### src/rtl/nn_cfg_loader.sv
// nn_cfg_loader: serial configuration-chain loader.
// Accepts a shift command (target chain + bit count), pulls 32-bit words from
// the host, shifts them LSB-first into the selected chain with a generated
// data clock, and returns the bits captured from the chain tail in 32-bit words.
// Ports:
//   clk, reset          main clock, asynchronous active-low reset
//   cmd_*               command handshake (chain index, bit length)
//   wr_*                write-word handshake (host -> chain)
//   rd_valid/rd_data    captured-word pulse (chain tail -> host)
//   cfg_data_in/clk/out per-chain serial interface
//   busy/done/err       status; done and err are one-cycle pulses
module nn_cfg_loader #(
   parameter int unsigned NUM_CHAINS  = 2,
   parameter int unsigned HALF_PERIOD = 2,
   parameter int unsigned LEN_W       = 16
) (
   input  logic                          clk,
   input  logic                          reset,
   input  logic                          cmd_valid,
   output logic                          cmd_ready,
   input  logic [$clog2(NUM_CHAINS)-1:0] cmd_chain,
   input  logic [LEN_W-1:0]              cmd_len,
   input  logic                          wr_valid,
   output logic                          wr_ready,
   input  logic [31:0]                   wr_data,
   output logic                          rd_valid,
   output logic [31:0]                   rd_data,
   output logic [NUM_CHAINS-1:0]         cfg_data_in,
   output logic [NUM_CHAINS-1:0]         cfg_data_clk,
   input  logic [NUM_CHAINS-1:0]         cfg_data_out,
   output logic                          busy,
   output logic                          done,
   output logic                          err
);

   localparam int unsigned CW  = $clog2(NUM_CHAINS);
   localparam int unsigned PW  = 8;
   localparam int unsigned BCW = LEN_W + 1;

   typedef enum logic [2:0] {IDLE, FETCH, LO, HI, FLUSH} state_e;

   state_e                  state_q, state_d;
   logic [PW-1:0]           phase_q, phase_d;
   logic [BCW-1:0]          bit_cnt_q, bit_cnt_d;
   logic [LEN_W-1:0]        len_q, len_d;
   logic [NUM_CHAINS-1:0]   sel_q, sel_d;
   logic [31:0]             sreg_q, sreg_d;
   logic [31:0]             rsreg_q, rsreg_d;
   logic [31:0]             rd_data_q, rd_data_d;
   logic                    rd_valid_q, rd_valid_d;
   logic                    err_q, err_d;
   logic                    done_q, busy_q, cmd_ready_q, wr_ready_q;
   logic [NUM_CHAINS-1:0]   dclk_q, din_q;

   logic [NUM_CHAINS-1:0]   cmd_sel_c;
   logic                    tail_c;
   logic                    last_phase_c;
   logic                    bad_cmd_c;

   // One-hot decode of the requested chain and out-of-range detection
   always_comb begin
      cmd_sel_c = '0;
      for (int unsigned i = 0; i < NUM_CHAINS; i++) begin
         if (cmd_chain == CW'(i)) cmd_sel_c[i] = 1'b1;
      end
      bad_cmd_c = (cmd_len == '0) || ({1'b0, cmd_chain} >= (CW + 1)'(NUM_CHAINS));
   end

   assign tail_c       = |(cfg_data_out & sel_q);
   assign last_phase_c = (phase_q == PW'(HALF_PERIOD - 1));

   // Next-state logic
   always_comb begin
      state_d    = state_q;
      phase_d    = phase_q;
      bit_cnt_d  = bit_cnt_q;
      len_d      = len_q;
      sel_d      = sel_q;
      sreg_d     = sreg_q;
      rsreg_d    = rsreg_q;
      rd_data_d  = rd_data_q;
      rd_valid_d = 1'b0;
      err_d      = 1'b0;
      unique case (state_q)
         IDLE: begin
            if (cmd_valid && cmd_ready_q) begin
               if (bad_cmd_c) begin
                  err_d = 1'b1;
               end else begin
                  sel_d     = cmd_sel_c;
                  len_d     = cmd_len;
                  bit_cnt_d = '0;
                  rsreg_d   = '0;
                  state_d   = FETCH;
               end
            end
         end
         FETCH: begin
            if (wr_valid && wr_ready_q) begin
               sreg_d  = wr_data;
               phase_d = '0;
               state_d = LO;
            end
         end
         LO: begin
            if (last_phase_c) begin
               phase_d = '0;
               state_d = HI;
            end else begin
               phase_d = phase_q + PW'(1);
            end
         end
         HI: begin
            // Tail sampled once, in the first cycle after the data_clk rise
            if (phase_q == '0) rsreg_d[bit_cnt_q[4:0]] = tail_c;
            if (last_phase_c) begin
               phase_d   = '0;
               bit_cnt_d = bit_cnt_q + BCW'(1);
               sreg_d    = sreg_q >> 1;
               // Emit on every word boundary and on the final bit; clearing
               // afterwards leaves the upper bits of a partial word zero
               if ((bit_cnt_d[4:0] == 5'd0) || (bit_cnt_d == {1'b0, len_q})) begin
                  rd_valid_d = 1'b1;
                  rd_data_d  = rsreg_d;
                  rsreg_d    = '0;
               end
               if (bit_cnt_d == {1'b0, len_q}) state_d = FLUSH;
               else if (bit_cnt_d[4:0] == 5'd0) state_d = FETCH;
               else state_d = LO;
            end else begin
               phase_d = phase_q + PW'(1);
            end
         end
         FLUSH: state_d = IDLE;
         default: state_d = IDLE;
      endcase
   end

   // State and registered outputs; outputs decode the next state so they
   // line up with the state register and cannot glitch
   always_ff @(posedge clk or negedge reset) begin
      if (!reset) begin
         state_q     <= IDLE;
         phase_q     <= '0;
         bit_cnt_q   <= '0;
         len_q       <= '0;
         sel_q       <= '0;
         sreg_q      <= '0;
         rsreg_q     <= '0;
         rd_data_q   <= '0;
         rd_valid_q  <= 1'b0;
         err_q       <= 1'b0;
         done_q      <= 1'b0;
         busy_q      <= 1'b0;
         cmd_ready_q <= 1'b0;
         wr_ready_q  <= 1'b0;
         dclk_q      <= '0;
         din_q       <= '0;
      end else begin
         state_q     <= state_d;
         phase_q     <= phase_d;
         bit_cnt_q   <= bit_cnt_d;
         len_q       <= len_d;
         sel_q       <= sel_d;
         sreg_q      <= sreg_d;
         rsreg_q     <= rsreg_d;
         rd_data_q   <= rd_data_d;
         rd_valid_q  <= rd_valid_d;
         err_q       <= err_d;
         done_q      <= (state_d == FLUSH);
         busy_q      <= (state_d != IDLE);
         cmd_ready_q <= (state_d == IDLE);
         wr_ready_q  <= (state_d == FETCH);
         dclk_q      <= (state_d == HI) ? sel_d : '0;
         din_q       <= ((state_d == LO) || (state_d == HI)) ?
                        (sel_d & {NUM_CHAINS{sreg_d[0]}}) : '0;
      end
   end

   assign cmd_ready    = cmd_ready_q;
   assign wr_ready     = wr_ready_q;
   assign rd_valid     = rd_valid_q;
   assign rd_data      = rd_data_q;
   assign cfg_data_in  = din_q;
   assign cfg_data_clk = dclk_q;
   assign busy         = busy_q;
   assign done         = done_q;
   assign err          = err_q;

endmodule

### config.mk
export PLATFORM = sky130hd
export DESIGN_NAME = nn_cfg_loader
export DESIGN_NICKNAME = d
export VERILOG_FILES = /design/src/rtl/nn_cfg_loader.sv
export SDC_FILE = /design/constraint.sdc
export NUM_CORES = 1
export LEC_CHECK = 0
export BUFFER_PORTS_ARGS = -buffer_cell sky130_fd_sc_hd__buf_4
export CAP_MARGIN = 20
export CORE_MARGIN = 8
export CORE_UTILIZATION = 58
export CTS_CLUSTER_SIZE = 30
export DETAILED_ROUTE_END_ITERATION = 10
export MAX_ROUTING_LAYER = met4
export PLACE_DENSITY = 0.87
export REMOVE_ABC_BUFFERS = 1
export SYNTH_ARGS = -nofsm -noshare
export SYNTH_HDL_FRONTEND = slang
export SYNTH_SLANG_ARGS = --single-unit
### constraint.sdc
create_clock -name clk -period 3.65 [get_ports clk]
set_input_delay 0.1825 -clock clk [delete_from_list [all_inputs] [get_ports clk]]
set_output_delay 0.1825 -clock clk [all_outputs]
set_load 0.1 [all_outputs]
; ---- Yosys cells after proc, flatten, opt, wreduce, memory -nomap -nowiden
; Index checks and enable logic that the tools add are counted.
[word_totals]
ff_bits = 152
in_bits = 55
out_inout_bits = 42
elab_cells = 99
[classes]
addsub = 2
n_lt_le_gt_ge = 2
n_eq_ne = 13
muxes = 40
bitwise = 3
reduce_logical = 22
[op_table]
columns = op, count
row1 = $mux 32, 7
row2 = $pmux 32 s2, 2
row3 = $mux 17, 3
row4 = $pmux 17 s2, 1
row5 = $bwmux 32, 1
row6 = $mux 3, 6
row7 = $add 17x1->17 const B, 1
row8 = $eq 17x16->1, 1
row9 = $logic_not 16->1, 1
row10 = $mux 8, 2
row11 = $pmux 8 s2, 1
row12 = $eq 3x2->1 const B, 4
row13 = $mux 2, 6
row14 = $pmux 3 s4, 1
row15 = $reduce_and 3->1, 4
row16 = $mux 1, 9
row17 = $add 8x1->8 const B, 1
row18 = $eq 8x1->1 const B, 1
row19 = $logic_not 8->1, 1
row20 = $ne 2x2->1 const B, 4
row21 = $eq 3x1->1 const B, 2
row22 = $logic_not 3->1, 2
row23 = $lt 5x6->1 const B, 1
row24 = $reduce_bool 2->1, 3
row25 = 12 further kinds, 17

; ---- Longest topological paths before layout
[logic_depth]
depth_word = 9
ltp_mapped = 12
depth_no_buf = 9

; ---- Least setup slack after synthesis
; Ideal clock, no wire load.
[synth_path]
path_type = register to register
from = reg bit_cnt_q[1]
to = reg rd_data_q[23], in the netlist rd_data[23]
setup_ns = 0.128
arrival_time_ns = 2.692
required_ns = 3.522
path_slack_ns = 0.830
stages_incl_launch_ff = 11
path_buffers = 3
synth_period_minus_slack_ns = 2.820
cell_sequence = dfrtp_1 buf_2 nand4_1 or3_1 buf_2 a2111oi_4 nor4b_4 nand4_2 a21oi_4 buf_6 mux2_1
[synth_between]
elab_chain_cells = 6
elab_cells_between_ends = 12
cone_classes = 1 x add/sub / 2 x order compare / 1 x eq/ne / 4 x mux / 4 x reduce/logical
[synth_rtl]
columns = item, line
row1 = from (decl), 44  ; logic [BCW-1:0] bit_cnt_q, bit_cnt_d;
row2 = from (signal assigned), 162  ; bit_cnt_q <= bit_cnt_d;
row3 = branches (longest 6 deep; another with $add 17x1->17), -
row4 = to (signal assigned), 167  ; rd_data_q <= rd_data_d;
row5 = to (decl), 49  ; logic [31:0] rd_data_q, rd_data_d;
; Parallel ways; which one is timed is not known.
; A chain may end at the register's enable or synchronous reset.

; ---- Worst setup path after layout
[layout_path]
from = reg bit_cnt_q[0]
to = reg rd_data_q[20], in the netlist rd_data[20]
; The elaborated chain is that of the path after synthesis.

==> results by group <==
Floorplan
  – Die Wd: 131.5 um
  – I/O pin total: 97
  – Total core area: 13140 um2
  – DIE AREA: 17280 um2
  – Initial Util: 0.5887
  – Die Span Y: 131.5 um
  – Rows: 42

Logic synthesis
  – Area fraction of the dominant cell type after synthesis: 0.4918
  – Post-synth EDFFs: 0
  – Synth warnings: 0
  – Largest family of logic cells by synthesized area: compound AO/OA/AOI/OAI gates
  – Mean Syn Cell Area: 9.890 um2
  – Post-Synth Simple-Gate Area: 0.1412
  – Seq/Total Area, Yosys: 0.4918
  – Largest cells by area after synthesis: dfrtp_1, a222oi_1, inv_1
  – Post-synthesis xor/xnor area fraction: 0.03058
  – Compound-Gate Fraction of Synth Area: 0.1959
  – Post-synthesis adder-cell area fraction: 0.01294
  – Distinct cells, synth: 64
  – Mapped Area: 7734 um2
  – Syn Inst Count: 782
  – Post-synth top flop: dfrtp_1
  – Synth Register Bits: 152
  – Post-synth top area cell: dfrtp_1
  – Post-synth ARST share: 1.000
  – Mux contribution to synthesized area: 0.05792

Finish
  – Antenna fix cells: 0
  – Layout cells sized above 1: 0.1978
  – P&R area growth vs syn: 24.03%
  – Finished Core Util: 0.7301
  – Leading cell types in the layout, fill and taps excluded: dfrtp_1, buf_4, inv_1
  – Fin nets: 962
  – Most common cell after layout, fill and taps aside: dfrtp_1

Drt
  – TritonRoute pass-1 iters: 11
  – WL final: 21290 um
  – DR vias/cell: 6.249
  – Routed Antenna Nets: 0
  – 1st-iter DRT viols: 925
  – Via count: 6786
  – Avg WL per Cell: 19.60 um
  – DRC: 0

Clock network
  – CTS max path bufs: 2
  – Later-pin clock latency in the skew report: 0.43 ns
  – Sink Count: 152
  – Clock root buffer: clkbuf_16
  – CTS buffer count: 17
  – CTS tree: built
  – H-tree depth: 4
  – CTS clk-pin slew, worst paths: 0.06 ns

Timing
  – Fin Setup TNS: 0 ns
  – Final Cycle Share: 0.8825
  – Slew HR: 0.3119
  – Crit path time final: 3.221 ns
  – Final Max Tran Viols: 0
  – Worst slew pin tran: 1.028 ns
  – Final hold vios: 0
  – Fmax: 0.3105 GHz
  – Setup violators final: 0
  – RSZ-0062 raised after global routing: false
  – Clock Skew: 0.007659 ns

Global route
  – Largest net degree at the start of global routing: 116
  – GRT Total Usage: 0.2520
  – First-pass GRT wire length: 34760 um
  – Grt total ovfl: 0
  – Initial antenna violation count: 0
  – Vias in the first global route: 6704

Critical path
  – Critical Path RT: 3.95 ns
  – Crit-path max FO: 33
  – CP max stage cell: a2111oi_0
  – Critical path's largest stage delay: 0.42 ns
  – Critical path's top delay family: simple AND/OR/NAND/NOR gates
  – Arr. time, crit path: 3.52 ns
  – Crit path cell chain: ha_1 > nand4_4 > a2111oi_0 > nor4_1 > nor4_2 > nand4_2 > a21oi_4 > buf_12 > mux2_1
  – Endpoint class of the critical path: register
  – Crit start category: register
  – CP Class: register to register
  – Worst Path Buf+Inv: 1

Power
  – PD cells: 670.6 nW/um2
  – Leak: 4.490 nW
  – Worst VDD drop: 0.4060 mV

Flow run
  – Max Cap Viol: 0

Min path
  – Worst min path class: input pin to register

Place
  – # port buffers: 96
  – DP HPWL: 12690 um
  – Global placement routability congestion: 0.9865

Outcome
  – Status: finished, final reports clean
-- cell type report --
type                       count  area [um2]
inverter                      75       281.5
sequential                   152        3804
timing repair buffer         156        1324
clock inverter                11       125.1
clock buffer                  19       442.9
multi-input combinational    497        3395
fill                         881        3546
tap                          176       220.2
-- synthesized netlist by cell type, types with 4 or more instances --
library cell and count:
xnor2_1 18, xor2_1 9, nor2_1 41, inv_1 75, nor4_1 12, ha_1 8
clkbuf_1 41, nand3_1 17, nor3_1 14, o2bb2ai_1 10, and2_1 6, or3_1 5
dfrtp_1 152, o211ai_1 4, a222oi_1 31, and3_1 10, buf_2 12, a21oi_1 12
nand2b_1 4, o31ai_1 4, nand2_1 69, o21ai_0 55, a31oi_1 26, o22ai_1 22
nor2b_1 4, a22o_1 13, nand4_1 9, a211oi_1 7, mux2_2 20, mux2_1 18
-- where the power goes --
group          internal, mW  leakage (nW)  switching, mW  total [mW]
clock                  1.02         0.275          0.708        1.73
sequential             2.03          1.99          0.291        2.32
combinational         0.840          2.22           1.55        2.39
-- flip-flops by register name (all words and copies together) (netlist names) --
signal,count
rd_valid,1
cfg_data_clk,2
cmd_ready,1
sreg_q,32
state_q,3
rd_data,32
cfg_data_in,2
phase_q,8
err,1
busy,1
len_q,16
rsreg_q,32
wr_ready,1
bit_cnt_q,17
done,1
sel_q,2
-- worst register-to-register path: stages, from the launching register on --
cell and delay (ns):
dfrtp_1 0.35, ha_1 0.40, nand4_4 0.26, a2111oi_0 0.42, nor4_1 0.16, nor4_2 0.41
nand4_2 0.28, a21oi_4 0.23, buf_12 0.21, mux2_1 0.38
-- per-layer routing --
metal	track usage	part of all wire
met2	0.3993	0.49
met1	0.3068	0.41
met5	-	0
met4	0.09509	0.024
met3	0.06288	0.073
-- cells by family after synthesis --
group / after synthesis
buffers and inverters: 133
AOI/OAI and AO/OA: 210
muxes: 40
and+or+nand+nor: 212
DFF: 152
adders and majority gates: 8
xor gates and xnor gates: 27
-- per-stage QoR --
stage | setup slack [ns] | power (mW) | std cells | hold WS (ns) | area [um2]
final | 0.4290 | 6.432 | 1086 | 0.01473 | 9592
after global routing | 0.1410 | 6.705 | 1086 | 0.008485 | 9592
after CTS | 0.4369 | 6.352 | 1085 | 0.001518 | 9564
after detailed placement | 0.4471 | 4.578 | 1015 | 0.3998 | 8596
after global placement | 0.6016 | 4.502 | 1014 | 0.4011 | 8584
after floorplan | 0.1932 | 3.886 | 724 | -0.1131 | 7477
-- final timing paths --
kind | from | end | slack (ns) | cells past startpoint
max in group asynchronous | reset | sreg_q[14]$_DFFE_PN0P_ | 2.76 | 3
min in group asynchronous | reset | rd_data[25]$_DFFE_PN0P_ | 0.18 | 2
max | bit_cnt_q[0]$_DFFE_PN0P_ | rd_data[20]$_DFFE_PN0P_ | 0.43 | 9
min | cmd_len[4] | len_q[4]$_DFFE_PN0P_ | 0.01 | 2
max reg2reg | bit_cnt_q[0]$_DFFE_PN0P_ | rd_data[20]$_DFFE_PN0P_ | 0.43 | 9
min reg2reg | rd_data[19]$_DFFE_PN0P_ | rd_data[19]$_DFFE_PN0P_ | 0.49 | 1
-- repair_timing --
action                                 4_1_cts  5_1_grt
endpoints found under the hold margin      153        0
gates resized for setup                      0        0
setup buffers                                0        0
hold buffers                                40        0
Note: power is estimated with default switching activity, not from simulation.
